### src/rtl/stump_scan_pkg.sv
`default_nettype none
// ============================================================================
// Module   : stump_scan_pkg
// Brief    : Shared state encoding, default sizes and frame-length helper for
//            the Stump register scan chain.
// Revision : 1.0 - initial release
// ============================================================================
package stump_scan_pkg;

  localparam int C_NUM_REGS   = 8;
  localparam int C_REG_WIDTH  = 16;
  localparam int C_FLAG_WIDTH = 4;

  typedef enum logic [1:0] {
    IDLE      = 2'd0,
    CAPTURE   = 2'd1,
    SHIFT     = 2'd2,
    WRITEBACK = 2'd3
  } scan_state_t;

  // Register payload, flags, then one trailing even-parity bit.
  function automatic int stump_frame_len(input int n_regs, input int reg_w, input int flag_w);
    return n_regs * reg_w + flag_w + 1;
  endfunction

endpackage
`default_nettype wire

### src/rtl/stump_scan_shifter.sv
`default_nettype none
// ============================================================================
// Module   : stump_scan_shifter
// Brief    : Shadow frame register with per-slot parallel load, parity
//            generation and LSB-first serial shift.
// Options  : STUMP_SCAN_WRITE_EN adds serial-in, slot read-back and received
//            parity check.
// Revision : 1.0 - initial release
// ============================================================================
module stump_scan_shifter
  import stump_scan_pkg::*;
#(
  parameter int NUM_REGS   = C_NUM_REGS,
  parameter int REG_WIDTH  = C_REG_WIDTH,
  parameter int FLAG_WIDTH = C_FLAG_WIDTH
) (
  input  logic                        scan_clk,
  input  logic                        scan_rst,
  input  logic                        load_en,
  input  logic                        load_last,
  input  logic [$clog2(NUM_REGS)-1:0] load_idx,
  input  logic [REG_WIDTH-1:0]        load_data,
  input  logic [FLAG_WIDTH-1:0]       cc,
  input  logic                        shift_en,
  output logic                        ser_out
`ifdef STUMP_SCAN_WRITE_EN
  ,
  input  logic                        ser_in,
  input  logic [$clog2(NUM_REGS)-1:0] rd_idx,
  output logic [REG_WIDTH-1:0]        rd_data,
  output logic                        rx_par_ok
`endif
);

  localparam int FRAME_LEN = stump_frame_len(NUM_REGS, REG_WIDTH, FLAG_WIDTH);
  localparam int FLAG_LSB  = NUM_REGS * REG_WIDTH;

  logic [FRAME_LEN-1:0] r_frame;
  logic [FRAME_LEN-1:0] w_slot;
  logic [FRAME_LEN-2:0] w_payload;
  logic                 w_parity;
  logic                 w_ser_in;

  always_comb begin
    w_slot = r_frame;
    w_slot[int'(load_idx) * REG_WIDTH +: REG_WIDTH] = load_data;
  end

  // On the final capture edge the flags and parity are taken alongside the last slot.
  assign w_payload = {cc, w_slot[FLAG_LSB-1:0]};
  assign w_parity  = ^w_payload;

`ifdef STUMP_SCAN_WRITE_EN
  assign w_ser_in  = ser_in;
  assign rd_data   = r_frame[int'(rd_idx) * REG_WIDTH +: REG_WIDTH];
  // Parity of the frame as it will stand after the current shift edge.
  assign rx_par_ok = ~(^{ser_in, r_frame[FRAME_LEN-1:1]});
`else
  assign w_ser_in  = 1'b0;
`endif

  always_ff @(posedge scan_clk) begin
    if (scan_rst) begin
      r_frame <= '0;
    end else if (load_en) begin
      if (load_last) begin
        r_frame <= {w_parity, w_payload};
      end else begin
        r_frame <= w_slot;
      end
    end else if (shift_en) begin
      r_frame <= {w_ser_in, r_frame[FRAME_LEN-1:1]};
    end
  end

  assign ser_out = r_frame[0];

endmodule
`default_nettype wire

### src/rtl/stump_scan_chain.sv
`default_nettype none
// ============================================================================
// Module   : stump_scan_chain
// Brief    : Snapshot a register bank plus flags and scan it out bit-serially
//            with trailing even parity; re-snapshots while scan_en stays high.
// Options  : STUMP_SCAN_WRITE_EN adds scan-in and register write-back.
// Revision : 1.0 - initial release
// ============================================================================
module stump_scan_chain
  import stump_scan_pkg::*;
#(
  parameter int NUM_REGS   = C_NUM_REGS,
  parameter int REG_WIDTH  = C_REG_WIDTH,
  parameter int FLAG_WIDTH = C_FLAG_WIDTH
) (
  input  logic                        scan_clk,
  input  logic                        scan_rst,
  input  logic [REG_WIDTH-1:0]        reg_bank,
  output logic [$clog2(NUM_REGS)-1:0] reg_sel,
  input  logic [FLAG_WIDTH-1:0]       cc,
  input  logic                        scan_en,
  output logic                        scan_out,
  output logic                        scan_valid,
  output logic                        busy
`ifdef STUMP_SCAN_WRITE_EN
  ,
  input  logic                        scan_in,
  output logic                        reg_wr_en,
  output logic [REG_WIDTH-1:0]        reg_wr_data,
  output logic                        wr_err
`endif
);

  localparam int SEL_W     = $clog2(NUM_REGS);
  localparam int FRAME_LEN = stump_frame_len(NUM_REGS, REG_WIDTH, FLAG_WIDTH);
  localparam int CNT_W     = $clog2(FRAME_LEN);
  localparam logic [SEL_W-1:0] C_LAST_IDX = SEL_W'(NUM_REGS - 1);
  localparam logic [CNT_W-1:0] C_LAST_BIT = CNT_W'(FRAME_LEN - 1);

  scan_state_t      r_state;
  logic [SEL_W-1:0] r_idx;
  logic [CNT_W-1:0] r_bit_cnt;
  logic             r_busy;
  logic             r_scan_valid;
  logic             w_load_en;
  logic             w_load_last;
  logic             w_shift_en;
  logic             w_ser_out;

`ifdef STUMP_SCAN_WRITE_EN
  logic                 r_wr_err;
  logic                 w_rx_par_ok;
  logic [REG_WIDTH-1:0] w_rd_data;
`endif

  assign w_load_en   = (r_state == CAPTURE);
  assign w_load_last = (r_idx == C_LAST_IDX);
  assign w_shift_en  = (r_state == SHIFT);

  stump_scan_shifter #(
    .NUM_REGS   (NUM_REGS),
    .REG_WIDTH  (REG_WIDTH),
    .FLAG_WIDTH (FLAG_WIDTH)
  ) u_shifter (
    .scan_clk  (scan_clk),
    .scan_rst  (scan_rst),
    .load_en   (w_load_en),
    .load_last (w_load_last),
    .load_idx  (r_idx),
    .load_data (reg_bank),
    .cc        (cc),
    .shift_en  (w_shift_en),
    .ser_out   (w_ser_out)
`ifdef STUMP_SCAN_WRITE_EN
    ,
    .ser_in    (scan_in),
    .rd_idx    (r_idx),
    .rd_data   (w_rd_data),
    .rx_par_ok (w_rx_par_ok)
`endif
  );

  always_ff @(posedge scan_clk) begin
`ifdef STUMP_SCAN_WRITE_EN
    r_wr_err <= 1'b0;
`endif
    if (scan_rst) begin
      r_state      <= IDLE;
      r_idx        <= '0;
      r_bit_cnt    <= '0;
      r_busy       <= 1'b0;
      r_scan_valid <= 1'b0;
`ifdef STUMP_SCAN_WRITE_EN
      r_wr_err     <= 1'b0;
`endif
    end else begin
      case (r_state)
        IDLE: begin
          r_idx <= '0;
          if (scan_en) begin
            r_state <= CAPTURE;
            r_busy  <= 1'b1;
          end
        end

        CAPTURE: begin
          if (!scan_en) begin
            r_state <= IDLE;
            r_idx   <= '0;
            r_busy  <= 1'b0;
          end else if (r_idx == C_LAST_IDX) begin
            r_state      <= SHIFT;
            r_idx        <= '0;
            r_bit_cnt    <= '0;
            r_scan_valid <= 1'b1;
          end else begin
            r_idx <= r_idx + 1'b1;
          end
        end

        SHIFT: begin
          if (!scan_en) begin
            r_state      <= IDLE;
            r_bit_cnt    <= '0;
            r_busy       <= 1'b0;
            r_scan_valid <= 1'b0;
          end else if (r_bit_cnt == C_LAST_BIT) begin
            r_bit_cnt    <= '0;
            r_scan_valid <= 1'b0;
            r_idx        <= '0;
`ifdef STUMP_SCAN_WRITE_EN
            if (w_rx_par_ok) begin
              r_state <= WRITEBACK;
            end else begin
              r_state  <= IDLE;
              r_busy   <= 1'b0;
              r_wr_err <= 1'b1;
            end
`else
            r_state <= CAPTURE;
`endif
          end else begin
            r_bit_cnt <= r_bit_cnt + 1'b1;
          end
        end

`ifdef STUMP_SCAN_WRITE_EN
        // scan_en is deliberately ignored so a good frame is always written in full.
        WRITEBACK: begin
          if (r_idx == C_LAST_IDX) begin
            r_state <= IDLE;
            r_idx   <= '0;
            r_busy  <= 1'b0;
          end else begin
            r_idx <= r_idx + 1'b1;
          end
        end
`endif

        default: begin
          r_state      <= IDLE;
          r_idx        <= '0;
          r_bit_cnt    <= '0;
          r_busy       <= 1'b0;
          r_scan_valid <= 1'b0;
        end
      endcase
    end
  end

  assign reg_sel    = r_idx;
  assign busy       = r_busy;
  assign scan_valid = r_scan_valid;
  assign scan_out   = r_scan_valid & w_ser_out;

`ifdef STUMP_SCAN_WRITE_EN
  assign reg_wr_en   = (r_state == WRITEBACK);
  assign reg_wr_data = w_rd_data;
  assign wr_err      = r_wr_err;
`endif

endmodule
`default_nettype wire

### config.mk
export PLATFORM = sky130hd
export DESIGN_NAME = stump_scan_chain
export DESIGN_NICKNAME = d
export VERILOG_FILES = /design/src/rtl/stump_scan_pkg.sv /design/src/rtl/stump_scan_shifter.sv /design/src/rtl/stump_scan_chain.sv
export SDC_FILE = /design/constraint.sdc
export NUM_CORES = 1
export LEC_CHECK = 0
export ABC_AREA = 1
export CAP_MARGIN = 20
export CORE_UTILIZATION = 40
export DETAILED_ROUTE_END_ITERATION = 6
export MAX_ROUTING_LAYER = met4
export PLACE_DENSITY_LB_ADDON = 0.08
export SLEW_MARGIN = 25
export SYNTH_ARGS = -nofsm -noshare
export SYNTH_HDL_FRONTEND = slang
export SYNTH_SLANG_ARGS = --single-unit
### constraint.sdc
create_clock -name scan_clk -period 3.35 [get_ports scan_clk]
set_input_delay 0.335 -clock scan_clk [delete_from_list [all_inputs] [get_ports scan_clk]]
set_output_delay 0.335 -clock scan_clk [all_outputs]
set_load 0.02 [all_outputs]
======== Word level (Yosys, flattened, before mapping) ========
Index checks and enable logic that the tools add are counted.
Widths: inputs -> output; s select.
operators by class
  add/sub/neg operators ................... 3
  eq/ne operators ......................... 12
  shift-type cells ........................ 2
  muxes and demuxes ....................... 28
  bitwise logic cells ..................... 2
  reduce and logical (&&, ||, !) cells .... 9
operators by type and width
  cell                       count
  $mux 133                   3
  $bwmux 133                 1
  $shift 16x33->133 const A  1
  $shiftx 16x33->133         1
  $reduce_xor 132->1         1
  $neg 7->33                 1
  $mux 8                     4
  $pmux 8 s3                 1
  $mux 3                     4
  $ne 2x2->1 const B         6
  $mux 2                     5
  $add 8x1->8 const B        1
  $eq 8x8->1 const B         1
  $mux 1                     6
  $ne 3x3->1 const B         2
  $pmux 2 s3                 1
  $pmux 3 s2                 1
  $reduce_and 3->1           2
  $reduce_and 2->1           2
  $reduce_and 4->1           1
  $add 3x1->3 const B        1
  $eq 3x3->1 const B         1
  $pmux 1 s3                 1
  $eq 2x1->1 const B         1
  7 further kinds            7
word-level totals
  flip-flop bits (word level) ............. 148
  input port bits ......................... 23
  output and inout bits ................... 6
  word-level logic and storage cells ...... 62

======== Longest topological paths before layout ========
Gate-level depths: netlist of run 1.
  depth after elaboration ................. 6
  depth in mapped cells ................... 30

======== Hierarchy ========
Synthesis of run 1 repeated with hierarchy kept, for this count alone.
second synthesis, totals
  cell total of the unflattened synthesis .. 2287
  area, all modules ....................... 12218.0 µm²
by module, submodules not included
  module              times used  cells each  area each (µm²)  seq. area each (µm²)
  stump_scan_shifter  1           2159        11333.4          2662.6
  stump_scan_chain    1           128         884.6            300.3

======== Worst setup path before layout of run 1 ========
Ideal clock, no wire load.
  path type ............................... register to register
  start ................................... reg r_idx[0] (netlist: reg_sel[0])
  end ..................................... reg u_shifter.r_frame[132]
  library setup time ...................... 0.132 ns
  arrival ................................. 3.147 ns
  required time ........................... 3.218 ns
  slack ................................... 0.071 ns
  stages on the path, launching flop included .. 29
  path buffers ............................ 1
  period minus slack after synthesis ...... 3.279 ns
  cell sequence ........................... dfxtp_1 -> inv_2 -> ha_1 -> ha_1 -> inv_2 -> nand2_1 -> nor2_4 -> nand2_2 -> clkbuf_1 -> nand2_1 -> o21ai_0 -> nand2_1 -> nand2_1 -> nand2_1 -> inv_1 -> nor2_1 -> nand2_1 -> nand2_1 -> nand2_1 -> nand3_1 -> nand2_1 -> nand2_1 -> nand2_1 -> nand2_1 -> nand2_1 -> nand2_1 -> nand3_1 -> nand2_1 -> a21oi_1
between the ends
  longest elaborated chain between the ends .. 6
  elaborated cells on any way between the ends .. 8
RTL lines
  item                                                     line                      text
  start: declaration                                       stump_scan_chain.sv:41    logic [SEL_W-1:0] r_idx;
  start signal: assignment                                 stump_scan_chain.sv:117   r_idx <= r_idx + 1'b1;
  $neg 7->33                                               stump_scan_shifter.sv:46  w_slot[int'(load_idx) * REG_WIDTH +: REG_WIDTH] = load_data;
  $shiftx 16x33->133 or $shift 16x33->133 (tied branches)  stump_scan_shifter.sv:46
  $bwmux 133                                               stump_scan_shifter.sv:46
  $reduce_xor 132->1                                       stump_scan_shifter.sv:51  assign w_parity = ^w_payload;
  $mux 133 *                                               stump_scan_shifter.sv:66  if (load_last) begin
  $mux 133 *                                               stump_scan_shifter.sv:65  end else if (load_en) begin
  end signal: assignment                                   stump_scan_shifter.sv:67  r_frame <= {w_parity, w_payload};
  end signal: assignment                                   stump_scan_shifter.sv:69  r_frame <= w_slot;
  end signal: assignment                                   stump_scan_shifter.sv:72  r_frame <= {w_ser_in, r_frame[FRAME_LEN-1:1]};
  end: declaration                                         stump_scan_shifter.sv:38  logic [FRAME_LEN-1:0] r_frame;
Every way passes the cells marked *; elsewhere a longest branch is shown, timed or not.
A chain may end at the register's enable or synchronous reset.

======== Worst setup path after layout of run 1 ========
  start ................................... reg r_idx[1] (netlist: reg_sel[1])
  end ..................................... reg u_shifter.r_frame[132]
The elaborated chain is that of the path after synthesis.

==> results of run 1 <==
## synthesized netlist by cell type, types with 2 or more instances
| master | n | area share |
|---|---|---|
| nand2_1 | 1102 | 0.34 |
| a21oi_1 | 220 | 0.090 |
| inv_1 | 204 | 0.062 |
| dfxtp_1 | 148 | 0.24 |
| o21ai_0 | 140 | 0.057 |
| clkbuf_1 | 86 | 0.026 |
| nor2_1 | 86 | 0.026 |
| nand3_1 | 71 | 0.029 |
| o21ai_1 | 71 | 0.029 |
| buf_2 | 27 | 0.011 |
| o211ai_1 | 27 | 0.016 |
| nor3_1 | 19 | 0.0077 |
| a221oi_1 | 18 | 0.013 |
| inv_2 | 16 | 0.0049 |
| nand4_1 | 13 | 0.0066 |
| xnor2_1 | 11 | 0.0078 |
| ha_1 | 10 | 0.010 |
| xor2_1 | 9 | 0.0064 |
| buf_1 | 7 | 0.0021 |
| clkinv_1 | 5 | 0.0015 |
| a211oi_1 | 4 | 0.0024 |
| nand2_2 | 3 | 0.0015 |
| nor2_2 | 3 | 0.0015 |
| a22oi_1 | 2 | 0.0012 |
| buf_4 | 2 | 0.0012 |
| o21ai_2 | 2 | 0.0014 |
## worst min-delay path by stage
stage | from | endpoint | slack, ns | cells past startpoint
after floorplan | r_bit_cnt[7]$_SDFFE_PP0P_ | r_bit_cnt[7]$_SDFFE_PP0P_ | 0.42 | 1
after global placement | r_bit_cnt[7]$_SDFFE_PP0P_ | r_bit_cnt[7]$_SDFFE_PP0P_ | 0.45 | 1
after detailed placement | r_bit_cnt[7]$_SDFFE_PP0P_ | r_bit_cnt[7]$_SDFFE_PP0P_ | 0.44 | 1
after CTS | scan_rst | u_shifter.r_frame[131]$_SDFFE_PP0P_ | 0.42 | 2
after global routing | scan_rst | u_shifter.r_frame[131]$_SDFFE_PP0P_ | 0.45 | 2
final | scan_rst | u_shifter.r_frame[131]$_SDFFE_PP0P_ | 0.43 | 2
## per-layer routing
layer / up-vias / part of all wire / global-route usage / routed length (microns)
met1: 6551 / 0.47 / 0.358 / 19800
met5: - / 0 / - / 0
li1: 7469 / - / - / -
met2: 410 / 0.45 / 0.422 / 18700
met4: 0 / 0.013 / 0.0645 / 544
met3: 35 / 0.064 / 0.0403 / 2660
## logic make-up (layout without fill, tap and decap cells)
family	Yosys count	after routing	synth area share
compound gates	486	486	0.211
xor+xnor	20	20	0.0142
fa+ha+maj	10	10	0.0102
buf+inv	348	399	0.110
flops	148	148	0.241
simple gates	1303	1305	0.413
## registers in the layout, indices dropped and copies added, names as in the netlist
signal / flops
busy: 1
r_state: 2
r_bit_cnt: 8
reg_sel: 3
u_shifter.r_frame: 133
scan_valid: 1
## worst register-to-register path, cell delays in order (launching register included)
cell	delay (ns)
dfxtp_2	0.34
inv_2	0.06
ha_4	0.16
ha_4	0.32
buf_6	0.14
nand4_1	0.10
buf_4	0.19
clkbuf_16	0.19
o21ai_1	0.21
nand2_1	0.08
nand2_1	0.07
nand2_1	0.05
nand2_2	0.11
nand3_1	0.11
nand2_1	0.08
nand2_1	0.04
nand2_1	0.12
nand3_1	0.11
nand2_1	0.08
nand2_1	0.06
nand2_1	0.07
nand2_1	0.06
nand2_2	0.08
nand2_1	0.06
nand3_1	0.06
nand2_1	0.05
a21oi_1	0.12
## repair_timing
action / 4_1_cts / 5_1_grt
endpoints found under the setup margin: 1 / 1
resized for setup: 20 / 119
hold endpoints to repair: 0 / 0
gates cloned: 2 / 9
setup buffers: 3 / 8
pin swaps: 2 / 22
## stage by stage
stage,cells,TNS [ns],util
3_5_place_dp,2705,-0.0709,0.449
3_3_place_gp,2705,-0.00930,0.449
5_1_grt,2758,-0.0256,0.495
4_1_cts,2741,0,0.476
2_1_floorplan,2315,0,-
6_report,2758,0,0.495
## area by class of cell
type,instances,share of cell area
clock buffers,18,0.0296
well taps,390,0.0329
repair buffers,143,0.100
clock inverters,13,0.0154
inverters,225,0.0578
multi-input cells,1821,0.564
flip-flops and latches,148,0.200
==> flow_metrics.tcl, run 1 <==
set metrics [dict create \
    setup_viol 0 \
    grt_antenna_before_repair 0 \
    gr-usage-all-layers 0.268 \
    io_buffers 28 \
    max_stage_delay_ns 0.34 \
    min_period_over_period 0.952 \
    post-route-drc-count 0 \
    grt_pass1_wl_microns 64400 \
    multi_input_area_sq_mm 0.00837 \
    htree_levels 4 \
    start_kind "flop" \
    std_cell_rows 63 \
    place_area_sq_mm 0.0134 \
    routed_wl_microns 41800 \
    grt_max_degree 177 \
    clock_latency_ns 0.45 \
    relSlewSlack 0.392 \
    synth-main-ff-cell "dfxtp_1" \
    cts_buffers 17 \
    core_sq_mm 0.0300 \
    grt_pass1_vias 12521 \
    worstReg2RegEnd "u_shifter.r_frame[132]$_SDFFE_PP0P_" \
    syn-instance-count 2315 \
    synthArstFlopShare 0 \
    cp_num_buf_inv 4 \
    required_ns 3.73 \
    reg2reg_slack_ns 0.16 \
    die_w_microns 177 \
    drtAntennaViolNets 0 \
    ys_seq_elements 148 \
    clockRootBuffer "clkbuf_16" \
    preCtsSetupSlack_ns -0.0709 \
    final_cell_mix "nand2_1, a21oi_1, inv_1, dfxtp_1, o21ai_0" \
    worstMarginPinSlew_ns 0.912 \
    seqCellArea_sq_mm 0.00297 \
    slew_viol_final 0 \
    crit_arrival_ns 3.57 \
    ys_seq_area_frac 0.241 \
    path_delay_family "simple AND/OR/NAND/NOR gates" \
    grt_overflow 0 \
    firstDrtPassIters 5 \
    cts_hold_buffers 0 \
    final_cell_area_sq_mm 0.0148 \
    r2r_cells 26 \
    routabilityCongestion 0.866 \
    ios 29 \
    hold_viol_final 0 \
    mostFrequentLayoutCell "nand2_1" \
    clock-sinks 148 \
    initial_utilization 0.410 \
    crit_cells 26 \
    synth_edf_count 0 \
    critPathLaunch "reg_sel[1]$_SDFFE_PP0P_" \
    diodes 0 \
    cts_tree "done" \
    netlist_area_sq_mm 0.0123 \
    syn_area_per_cell_sq_um 5.31 \
    nFillCells 3125 \
    nets 2389 \
    max_freq_ghz 0.314 \
    dp_hpwl_microns 27900 \
    r2r_start "reg_sel[1]$_SDFFE_PP0P_" \
    drt_iter0_drc 1270 \
    finClkSkew_ns 0.0118 \
    clkTransAtPathRegs_ns 0.07 \
    status "completed" \
    cp_slowest_cell "dfxtp_2" \
    cp-endpoint "u_shifter.r_frame[132]$_SDFFE_PP0P_" \
    syn-num-nets 2348 \
    path_class "reg -> reg" \
    min_period_ns 3.19 \
    path_max_fanout 24 \
    via_per_inst 5.24 \
    drive_gt1_frac 0.115 \
    hold_path_class "in -> reg" \
    vias 14465 \
    wl_per_cell_microns 15.2 \
    ys.warnings.count 0 \
    die_h_microns 177 \
    cts_max_path_buffers 2 \
    hold_ws_ns 0.434 \
    finalWorstSetupSlack_ns 0.162 \
    crit_top_cell "nand2_1" \
    max_cap_viol_count 0 \
    areaGrowthSynthToFinish_pct 20.6 \
    endpoint_kind "flop" \
    die-area_sq_mm 0.0314 \
    ys_types 35 \
]
Power of run 1 is left out: the tool's default activity adds up to more than one toggle a clock period on the data nets, which glitch-free logic cannot reach.
==> inputs of run 2 (changes only) <==
- CORE_UTILIZATION: 40 -> 45
==> run 2 against run 1 <==
Compared with the run above: global-route usage grew 2.7 points; utilization grew 4.8 points; via count is essentially flat; cell area shrank 1.6%; largest cell class unchanged; critical path type unchanged; routed wire length shrank 0.51%; sequential cell count is the same; critical path depth grew 1; cell count shrank 2.5%; count of clock-buffer cells in the layout grew 4.
==> flow_metrics.tcl, run 2 (synthesis gave the netlist of run 1 again) <==
set metrics [dict create \
    status "completed" \
    worstMarginPinSlew_ns 1.08 \
    busiest_layer "met2" \
    cts_max_path_buffers 2 \
    core_sq_mm 0.0269 \
    grt_max_degree 137 \
    dp.cells 2630 \
    use_met3 0.0532 \
    die_w_microns 167 \
    multi_input_area_sq_mm 0.00833 \
    dp_hpwl_microns 27700 \
    setup_viol 0 \
    clkTransAtPathRegs_ns 0.07 \
    final_cells 2688 \
    firstDrtPassIters 6 \
    required_ns 3.65 \
    clock_latency_ns 0.44 \
    clock-sinks 148 \
    hold_path_class "in -> reg" \
    nFillCells 2781 \
    min_period_over_period 0.938 \
    globalRouteMet1Util 0.386 \
    vias 14464 \
    grt_overflow 0 \
    htree_levels 4 \
    mostFrequentLayoutCell "nand2_1" \
    r2r_start "reg_sel[1]$_SDFFE_PP0P_" \
    initial_utilization 0.457 \
    crit_arrival_ns 3.44 \
    gr-usage-all-layers 0.295 \
    crit_top_cell "nand2_1" \
    std_cell_rows 60 \
    cp-endpoint "u_shifter.r_frame[132]$_SDFFE_PP0P_" \
    grt_pass1_wl_microns 64300 \
    areaGrowthSynthToFinish_pct 18.7 \
    routed_wl_microns 41600 \
    grt_pass1_vias 12651 \
    max_cap_viol_count 0 \
    drt_iter0_drc 1303 \
    min_period_ns 3.14 \
    final_core_util 0.543 \
    grt_antenna_before_repair 0 \
    endpoint_kind "flop" \
    max_stage_delay_ns 0.34 \
    drtAntennaViolNets 0 \
    start_kind "flop" \
    r2r_cells 27 \
    cts_hold_buffers 0 \
    seqCellArea_sq_mm 0.00296 \
    met2_usage 0.464 \
    ios 29 \
    path_class "reg -> reg" \
    critPathLaunch "reg_sel[1]$_SDFFE_PP0P_" \
    clockRootBuffer "clkbuf_16" \
    nets 2369 \
    die-area_sq_mm 0.0280 \
    routabilityCongestion 0.872 \
    hold_ws_ns 0.241 \
    cp_slowest_cell "dfxtp_2" \
    die_h_microns 167 \
    wl_per_cell_microns 15.5 \
    path_max_fanout 7 \
    via_per_inst 5.38 \
    largest_reg_flops 133 \
    cts_buffers 17 \
    io_buffers 28 \
    finClkSkew_ns 0.00925 \
    hold_viol_final 0 \
    worstReg2RegEnd "u_shifter.r_frame[132]$_SDFFE_PP0P_" \
    tns_ns 0 \
    relSlewSlack 0.279 \
    diodes 0 \
    reg2reg_slack_ns 0.21 \
    cts_tree "done" \
    max_freq_ghz 0.318 \
    post-route-drc-count 0 \
    drive_gt1_frac 0.100 \
    largest_register "u_shifter.r_frame" \
    rsz0062_at_grt "true" \
    final_cell_mix "nand2_1, a21oi_1, inv_1, dfxtp_1, o21ai_0" \
    slew_viol_final 0 \
]
[run 2: cell count changes in the layout (fill, tap and decap cells not counted), moves of 3 or more]
| cell | previous run | this run |
|---|---|---|
| o21ai_1 | 64 | 60 |
| buf_4 | 84 | 69 |
| nand2_2 | 46 | 33 |
| nor2_4 | 6 | 10 |
| nor2_2 | 11 | 6 |
| clkbuf_16 | 23 | 27 |
| o21ai_2 | 23 | 20 |
| nand2_1 | 1059 | 1070 |
| o21ai_0 | 121 | 130 |
| buf_6 | 11 | 3 |
| nand3_1 | 70 | 67 |
| clkbuf_8 | 1 | 5 |
[run 2: layer usage]
layer  routed length [microns]  vias up
met4                       755        0
met1                     19200     6594
met2                     18800      407
met3                      2860       50
li1                          -     7413
met5                         0        -
[run 2: layout make-up]
type / count / share of cell area
inverter: 225 / 0.0586
clock inverter: 8 / 0.0100
multi-input combinational: 1819 / 0.570
tap: 341 / 0.0292
clock buffer: 22 / 0.0339
timing repair buffer: 125 / 0.0947
sequential: 148 / 0.203
[run 2: repair_timing]
item | 4_1_cts | 5_1_grt
resized for setup | 5 | 106
gates cloned | 0 | 12
pin swaps | 0 | 29
endpoints found under the setup margin | 1 | 1
hold endpoints to repair | 0 | 0
buffers inserted | 0 | 16
[run 2: metrics by stage]
stage	setup WS, ns	cell area, sq um
after global routing	-0.0317	14600
after global placement	0.0351	13200
after floorplan	0.0706	12300
final	0.207	14600
after CTS	0.0309	13900
after detailed placement	-0.0689	13200
[run 2: worst max-delay path: cells and delay by family (launching register included)]
kind / cells / cell delay [ns]
fa+ha+maj: 2 / 0.43
simple gates: 18 / 1.39
flops: 1 / 0.34
buf+inv: 5 / 0.61
compound gates: 2 / 0.22
[run 2: how the worst min path moves through the flow]
stage                     depth (start not counted)                                 end  slack [ns]                                from
after floorplan                                   1           r_bit_cnt[7]$_SDFFE_PP0P_        0.42           r_bit_cnt[7]$_SDFFE_PP0P_
after global placement                            1           r_bit_cnt[7]$_SDFFE_PP0P_        0.45           r_bit_cnt[7]$_SDFFE_PP0P_
after detailed placement                          2  u_shifter.r_frame[87]$_SDFFE_PP0N_        0.46  u_shifter.r_frame[87]$_SDFFE_PP0N_
after CTS                                         4           r_bit_cnt[6]$_SDFFE_PP0P_        0.23                            scan_rst
after global routing                              4           r_bit_cnt[5]$_SDFFE_PP0P_        0.26                            scan_rst
final                                             4           r_bit_cnt[7]$_SDFFE_PP0P_        0.24                            scan_rst
Power of run 2 is left out for the same reason.
==> inputs of run 3 (changes only) <==
- CAP_MARGIN: 20 -> not set
- CORE_ASPECT_RATIO: not set -> 0.7
==> run 3 against run 2 <==
Compared with the run above: cell count up 1.4%; die area about the same; largest cell class unchanged; count of clock-buffer cells in the layout down 1; via count up 0.59%; utilization fell by 0.14 points; clock skew is essentially flat; critical path depth up 1; non-clock buffer count increased by 12; sequential share of layout area is 0.13 points higher; cell area fell by 0.63%; register-to-register slack barely moved; fmax barely moved.
==> flow_metrics.tcl, run 3 (synthesis gave the netlist of run 1 again) <==
set metrics [dict create \
    status "completed" \
    mostFrequentLayoutCell "nand2_1" \
    die_w_microns 200 \
    cts_max_path_buffers 2 \
    finClkSkew_ns 0.00908 \
    crit_top_cell "nand2_1" \
    cp_slowest_cell "dfxtp_1" \
    final_cell_mix "nand2_1, a21oi_1, inv_1, dfxtp_1, o21ai_0" \
    clock_latency_ns 0.45 \
    ios 29 \
    max_cap_viol_count 0 \
    dp_hpwl_microns 28600 \
    via_per_inst 5.34 \
    htree_levels 4 \
    areaGrowthSynthToFinish_pct 17.9 \
    cts_buffers 17 \
    max_stage_delay_ns 0.34 \
    diodes 0 \
    drtAntennaViolNets 0 \
    max_freq_ghz 0.318 \
    path_max_fanout 20 \
    grt_antenna_before_repair 0 \
    std_cell_rows 50 \
    nets 2381 \
    gr-usage-all-layers 0.303 \
    slew_viol_final 0 \
    largest_register "u_shifter.r_frame" \
    clkTransAtPathRegs_ns 0.07 \
    start_kind "flop" \
    hold_viol_final 0 \
    worstMarginPinSlew_ns 0.861 \
    hold_path_class "in -> reg" \
    grt_pass1_vias 12265 \
    grt_max_degree 172 \
    required_ns 3.68 \
    endpoint_kind "flop" \
    core_sq_mm 0.0268 \
    cts_tree "done" \
    min_period_over_period 0.938 \
    drive_gt1_frac 0.0898 \
    path_class "reg -> reg" \
    largest_reg_flops 133 \
    die_h_microns 140 \
    drt_iter0_drc 1445 \
    clockRootBuffer "clkbuf_16" \
    relSlewSlack 0.421 \
    vias 14550 \
    routed_wl_microns 42500 \
    initial_utilization 0.459 \
    grt_overflow 0 \
    clock-sinks 148 \
    grt_pass1_wl_microns 64400 \
    min_period_ns 3.14 \
    firstDrtPassIters 5 \
    routabilityCongestion 0.978 \
    setup_viol 0 \
    io_buffers 28 \
    post-route-drc-count 0 \
    crit_arrival_ns 3.47 \
    wl_per_cell_microns 15.6 \
    die-area_sq_mm 0.0280 \
    hold_ws_ns 0.418 \
]
==> run 3: cell types whose count changed in the layout (fill, tap and decap cells not counted), moves of 3 or more <==
cell,before,now
clkbuf_16,27,24
inv_1,200,203
inv_2,19,16
buf_6,3,9
buf_4,69,80
nand3_2,4,1
clkbuf_1,0,3
nand2_1,1070,1095
o21ai_2,20,17
clkbuf_8,5,1
nand2_2,33,8
nor2_4,10,6
nand3_1,67,70
==> run 3: final timing paths <==
check | startpoint | endpoint | slack [ns] | cells after the start
worst min-delay path | scan_rst | u_shifter.r_frame[89]$_SDFFE_PP0N_ | 0.42 | 2
worst max-delay path | reg_sel[1]$_SDFFE_PP0P_ | u_shifter.r_frame[132]$_SDFFE_PP0P_ | 0.21 | 28
worst max register to register | reg_sel[1]$_SDFFE_PP0P_ | u_shifter.r_frame[132]$_SDFFE_PP0P_ | 0.21 | 28
worst min register to register | u_shifter.r_frame[67]$_SDFFE_PP0N_ | u_shifter.r_frame[67]$_SDFFE_PP0N_ | 0.46 | 2
==> run 3: what timing repair did <==
action                                  4_1_cts  5_1_grt
cloned                                        0       10
buffers inserted                              0        8
resized for setup                             1       74
hold buffers                                  0        0
pin swaps                                     0       10
endpoints found under the setup margin        1        1
endpoints found under the hold margin         0        0
==> run 3: through the flow <==
stage / std cells / cell area [sq um] / TNS [ns] / util / setup slack (ns)
finish: 2725 / 14500 / 0 / 0.542 / 0.207
detailed placement: 2675 / 13400 / 0 / 0.500 / 0.00896
global placement: 2675 / 13400 / 0 / 0.500 / 0.0680
CTS: 2707 / 14000 / 0 / 0.522 / 0.000469
floorplan: 2315 / 12300 / 0 / - / 0.0706
global route: 2725 / 14500 / -0.0325 / 0.542 / -0.0325
==> run 3: cell type report <==
| class | instances | area [sq um] |
|---|---|---|
| inverter | 225 | 855 |
| sequential | 148 | 2960 |
| clock inverter | 11 | 128 |
| clock buffer | 21 | 450 |
| multi-input combinational | 1819 | 8220 |
| tap | 364 | 455 |
| timing repair buffer | 137 | 1430 |
| fill | 2856 | 12300 |
==> run 3: critical path, delay by kind of cell (launching register included) <==
kind,cells,cell delay [ns]
simple gates,16,1.35
buf+inv,8,0.88
flops,1,0.34
fa+ha+maj,2,0.31
compound gates,2,0.13
==> run 3: per-layer routing <==
| layer | up-vias | global-route usage | wire length [microns] |
|---|---|---|---|
| met2 | 502 | 0.425 | 17300 |
| met1 | 6577 | 0.445 | 21200 |
| met4 | 0 | 0.0663 | 618 |
| li1 | 7422 | - | - |
| met3 | 49 | 0.0523 | 3370 |
| met5 | - | - | 0 |
Power of run 3 is left out for the same reason.
